`src/rtl/traffic_pkg.sv`:
```
// Shared types and constants for the traffic-light controller blocks.
// Phase durations are in seconds and are fed to the countdown's load_val.
package traffic_pkg;

    typedef logic [3:0] bcd_t;

    localparam int unsigned MAX_SECONDS = 99;

    localparam logic [6:0] GREEN_S  = 7'd30;
    localparam logic [6:0] YELLOW_S = 7'd4;
    localparam logic [6:0] RED_S    = 7'd25;

    // Two BCD digits can only show 00..99, so longer phases are clipped.
    function automatic logic [6:0] sat_seconds(input logic [6:0] secs);
        logic [6:0] max_s;
        max_s = 7'(MAX_SECONDS);
        return (secs > max_s) ? max_s : secs;
    endfunction

endpackage

```
`src/rtl/tick_prescaler.sv`:
```
// Free-running divider that emits a one-cycle tick every DIV cycles of run.
// The count holds while run is low and is cleared synchronously by clr.
module tick_prescaler #(
    parameter int unsigned DIV = 10
) (
    input  logic clk,
    input  logic rst_n,
    input  logic clr,
    input  logic run,
    output logic tick
);

    localparam int unsigned CNT_W = (DIV > 2) ? $clog2(DIV) : 1;
    localparam logic [CNT_W-1:0] LAST = CNT_W'(DIV - 1);

    if (DIV < 2) begin : g_div_check
        $error("tick_prescaler: DIV must be >= 2");
    end

    logic [CNT_W-1:0] r_cnt;
    logic             w_at_last;

    assign w_at_last = (r_cnt == LAST);
    assign tick      = run && w_at_last;

    always_ff @(posedge clk or negedge rst_n) begin
        if (!rst_n) begin
            r_cnt <= '0;
        end else if (clr) begin
            r_cnt <= '0;
        end else if (run) begin
            r_cnt <= w_at_last ? '0 : r_cnt + 1'b1;
        end
    end

endmodule

```
`src/rtl/traffic_countdown_bcd.sv`:
```
// Phase countdown timer: loads seconds, decrements once per tick and shows the
// remaining time as two BCD digits; pulses done when the count reaches 00.
module traffic_countdown_bcd
    import traffic_pkg::*;
#(
    parameter int unsigned CLK_FREQ_HZ = 50_000_000,
    parameter int unsigned TICK_HZ     = 1
) (
    input  logic       clk,
    input  logic       rst_n,
    input  logic       load,
    input  logic [6:0] load_val,
    input  logic       enable,
    output logic [3:0] tens,
    output logic [3:0] units,
    output logic       busy,
    output logic       done
);

    localparam int unsigned DIV = CLK_FREQ_HZ / TICK_HZ;

    bcd_t       r_tens;
    bcd_t       r_units;
    logic       r_busy;
    logic       r_done;

    logic       w_run;
    logic       w_tick;
    logic [6:0] w_sat;
    bcd_t       w_load_tens;
    bcd_t       w_load_units;
    logic       w_at_one;

    assign w_run = r_busy && enable;

    tick_prescaler #(
        .DIV (DIV)
    ) u_prescaler (
        .clk   (clk),
        .rst_n (rst_n),
        .clr   (load),
        .run   (w_run),
        .tick  (w_tick)
    );

    assign w_sat        = sat_seconds(load_val);
    assign w_load_tens  = 4'(w_sat / 7'd10);
    assign w_load_units = 4'(w_sat % 7'd10);
    assign w_at_one     = (r_tens == 4'd0) && (r_units == 4'd1);

    // Load wins over a same-cycle tick, so an aborted count never raises done.
    always_ff @(posedge clk or negedge rst_n) begin
        if (!rst_n) begin
            r_tens  <= 4'd0;
            r_units <= 4'd0;
            r_busy  <= 1'b0;
            r_done  <= 1'b0;
        end else if (load) begin
            r_tens  <= w_load_tens;
            r_units <= w_load_units;
            r_busy  <= (w_sat != 7'd0);
            r_done  <= 1'b0;
        end else begin
            r_done <= 1'b0;
            if (w_tick) begin
                if (r_units != 4'd0) begin
                    r_units <= r_units - 4'd1;
                end else begin
                    r_units <= 4'd9;
                    r_tens  <= r_tens - 4'd1;
                end
                if (w_at_one) begin
                    r_busy <= 1'b0;
                    r_done <= 1'b1;
                end
            end
        end
    end

    assign tens  = r_tens;
    assign units = r_units;
    assign busy  = r_busy;
    assign done  = r_done;

endmodule

```
`config.mk`:
```
export PLATFORM = sky130hd
export DESIGN_NAME = traffic_countdown_bcd
export DESIGN_NICKNAME = d
export VERILOG_FILES = /design/src/rtl/traffic_pkg.sv /design/src/rtl/tick_prescaler.sv /design/src/rtl/traffic_countdown_bcd.sv
export SDC_FILE = /design/constraint.sdc
export NUM_CORES = 1
export LEC_CHECK = 0
export CORE_MARGIN = 2
export CORE_UTILIZATION = 28
export CTS_CLUSTER_DIAMETER = 50
export CTS_CLUSTER_SIZE = 8
export DETAILED_ROUTE_END_ITERATION = 7
export SKIP_LAST_GASP = 1
export SYNTH_ARGS = -nofsm -noshare
export SYNTH_HDL_FRONTEND = slang
export SYNTH_SLANG_ARGS = --single-unit
```
`constraint.sdc`:
```
create_clock -name clk -period 2.1 [get_ports clk]
set_input_delay 0.21 -clock clk [delete_from_list [all_inputs] [get_ports clk]]
set_output_delay 0.21 -clock clk [all_outputs]
set_load 0.1 [all_outputs]
```
==> out/qor.txt <==
status: finished, violations left
failing checks: setup timing
first drt pass iteration count: 5
Post-synth EDFFs: 0
PwrDens: 546 nW/um2
fin util: 42.1%
Yosys cell types: 59
GRT Total Usage: 16.1%
die height: 98.2 um
fin cells: 519
TNS Setup: -476 ps
Fin. Hold Viols: 0
post-DR wirelength/cell: 14.7 um
startpoint types: input port
first-pass GRT wire length: 12,900 um
Avg Vias per Cell: 5.17
max-slew violation count: 0
FMAX: 445 MHz
Starting Density: 28.6%
worst endpoint required time: 2280 ps
Logic pwr share: 34.1%
minimum clock period: 2250 ps
crit path kind: in2reg
largest net degree at the start of global routing: 36
Max Cap Viol: 0
Crit path max-delay family: compound AO/OA/AOI/OAI gates
syn_area_per_cell: 7.99 um2
die area: 9640 um2
# setup viols final: 4
DPL Wire Length: 5360 um
Most used DFF post-synth: dfrtp_1
fin nets: 425
Seq/Total Area, Yosys: 36.3%
DR vias: 2,685
Slew @ Worst Pin: 564 ps
slowest stage delay, CP: 390 ps
Root Driver: clkbuf_8
maximum VDD drop: 197 uV
CTS tree: built
Core ar.: 8680 um2
CTS Buf Count: 5
vias in the first global route: 2,754
WP data arrival: 2430 ps
I/O pins: 21
RSZ-0062 raised after global routing: yes
fraction of power consumed by the clock network: 27.5%
I/O Buffers: 20
Max Root-Sink Buffers: 2
# clock sinks: 36
Syn Nets: 326
hold crit path type: in2reg
Cell Chain, Critical Path: buf_8 > a21bo_4 > inv_4 > ha_4 > nand2_2 > a2bb2oi_2 > or2_4 > a31oi_1 > a31o_2 > ha_4 > a211oi_2 > o311a_1 > nand3b_1 > and3_1
register bit total from synthesis: 36
synthesized area: 2480 um2
Inst Count DP: 494
Rel. slew slack: 62.3%
WL final: 7620 um
share of flip-flops with an asynchronous set or reset: 100%
Critical path buffers and inverters: 2
Psw: 0.722 mW
Post-Synthesis Cells: 311
RD Place Congestion: 0.909
Critical Path Fanout Max: 4
Routed Antenna Nets: 0
H-Tree Depth: 2
part of the power in registers: 38.3%
switching share of power: 36.2%
pre-CTS setup slack: -996 ps
CP Capture Type: flip-flop
Final Cycle Share: 107%
Top cell by count, worst path: ha_4
Area Growth Syn to Fin: 47.1%
clk_skew: 9.64 ps
Remaining Overflow, GRT: 0
Leak Pwr: 1.59 nW
DRT iter0 DRCs: 87
final worst slack: -146 ps
clock slew at reported path FFs: 70 ps
Critical-path top delay cell: o311a_1
# rows: 34
latest clock arrival within the worst-skew pair: 290 ps
Int Power: 1.27 mW
n_diodes: 0
residual DRC count: 0
share of cells above drive strength 1: 34.1%
initial antenna violation count: 0
Die Span X: 98.2 um
yosys warns: 0
==> placed cells by master, fill, tap and decap left out, types with 5 or more instances in the layout <==
master     n
nand2_1   35
nand3_1   12
a31oi_1    7
and3_1     5
inv_1      7
buf_4     90
nor2_1    30
nor3_1    17
o21ai_0   20
a21oi_1   21
xor2_1     9
nand4_1   10
dfrtp_1   35
clkbuf_8   7
==> kinds of logic after synthesis <==
group	after synthesis	share of synthesized area, %
simple gates	153	32.4
compound gates	83	21.0
flops	36	36.3
buf+inv	22	3.78
xor+xnor	13	4.58
fa+ha+maj	4	2.02
==> through the flow <==
| step | instance area, um2 | hold WS (ps) | power, mW |
|---|---|---|---|
| finish | 3650 | 367 | 2.00 |
| global route | 3650 | 407 | 2.09 |
| CTS | 3560 | 358 | 1.99 |
| detailed placement | 3310 | 188 | 1.40 |
| global placement | 3310 | 184 | 1.39 |
| floorplan | 2560 | -85.6 | 1.18 |
==> path summary, 6_finish.rpt <==
check | start | end | slack [ps] | cells after the start
worst max-delay path | load_val[5] | units[2] | -150 | 14
worst min-delay path | load_val[5] | tens[3] | 370 | 4
worst max register to register | u_prescaler.r_cnt[9] | u_prescaler.r_cnt[25] | 10 | 9
worst min register to register | u_prescaler.r_cnt[25] | u_prescaler.r_cnt[25] | 520 | 1
max in group asynchronous | rst_n | u_prescaler.r_cnt[9] | 1090 | 3
min in group asynchronous | rst_n | u_prescaler.r_cnt[1] | 410 | 2
==> tightest hold or removal path, cell delays in order <==
cell,delay [ps]
buf_8,80
buf_6,150
o211ai_1,110
o21ai_1,70
==> power by group through the flow <==
| stage | clock network, mW | registers (mW) | logic (mW) |
|---|---|---|---|
| after floorplan | 0 | 0.966 | 0.215 |
| after global placement | 0 | 0.776 | 0.618 |
| after detailed placement | 0 | 0.776 | 0.621 |
| after CTS | 0.569 | 0.763 | 0.657 |
| after global routing | 0.591 | 0.769 | 0.731 |
| final | 0.549 | 0.765 | 0.681 |
==> synthesized netlist by cell type (all sizes together), types with 3 or more instances <==
| cell | instances | area share (%) |
|---|---|---|
| nand2 | 38 | 5.7 |
| a31oi | 7 | 1.8 |
| xor2 | 9 | 3.2 |
| o21ai | 25 | 5.0 |
| nand4 | 10 | 2.5 |
| and2 | 4 | 1.0 |
| buf | 8 | 1.7 |
| nor3 | 20 | 4.4 |
| xnor2 | 4 | 1.4 |
| a21oi | 22 | 4.4 |
| nand2b | 4 | 1.0 |
| nor4 | 7 | 2.4 |
| inv | 9 | 1.4 |
| ha | 4 | 2.0 |
| a211oi | 4 | 1.2 |
| nor2 | 31 | 4.7 |
| dfrtp | 36 | 36 |
| and3 | 6 | 1.5 |
| o31ai | 3 | 0.91 |
| nand3 | 15 | 3.2 |
| clkbuf | 5 | 0.76 |
==> final cells by class <==
class / instances / area [um2]
fill: 887 / 5030
multi-input combinational: 253 / 1650
sequential: 36 / 902
timing repair buffer: 105 / 833
tap: 108 / 135
clock buffer: 8 / 100
inverter: 9 / 36.3
==> flip-flops by register name, indices dropped and copies added (netlist names) <==
signal and cells:
u_prescaler.r_cnt 26, tens 4, units 4, busy 1, done 1
==> metal layers <==
layer | part of all wire (%) | GRT usage, % | vias to the layer above
met1 | 44 | 19.7 | 1268
met2 | 50 | 28.1 | 57
met5 | 0 | 0 | -
li1 | - | - | 1346
met3 | 3.3 | 2.72 | 14
met4 | 2.0 | 6.32 | 0
==> timing repair <==
action	in CTS	in global routing
resized for setup	37	18
hold endpoints to repair	19	0
gates cloned	0	0
pin swaps	18	29
buffers inserted	12	5
setup endpoints to repair	15	18
hold buffers	1	0
Note: power is estimated with default switching activity, not from simulation.
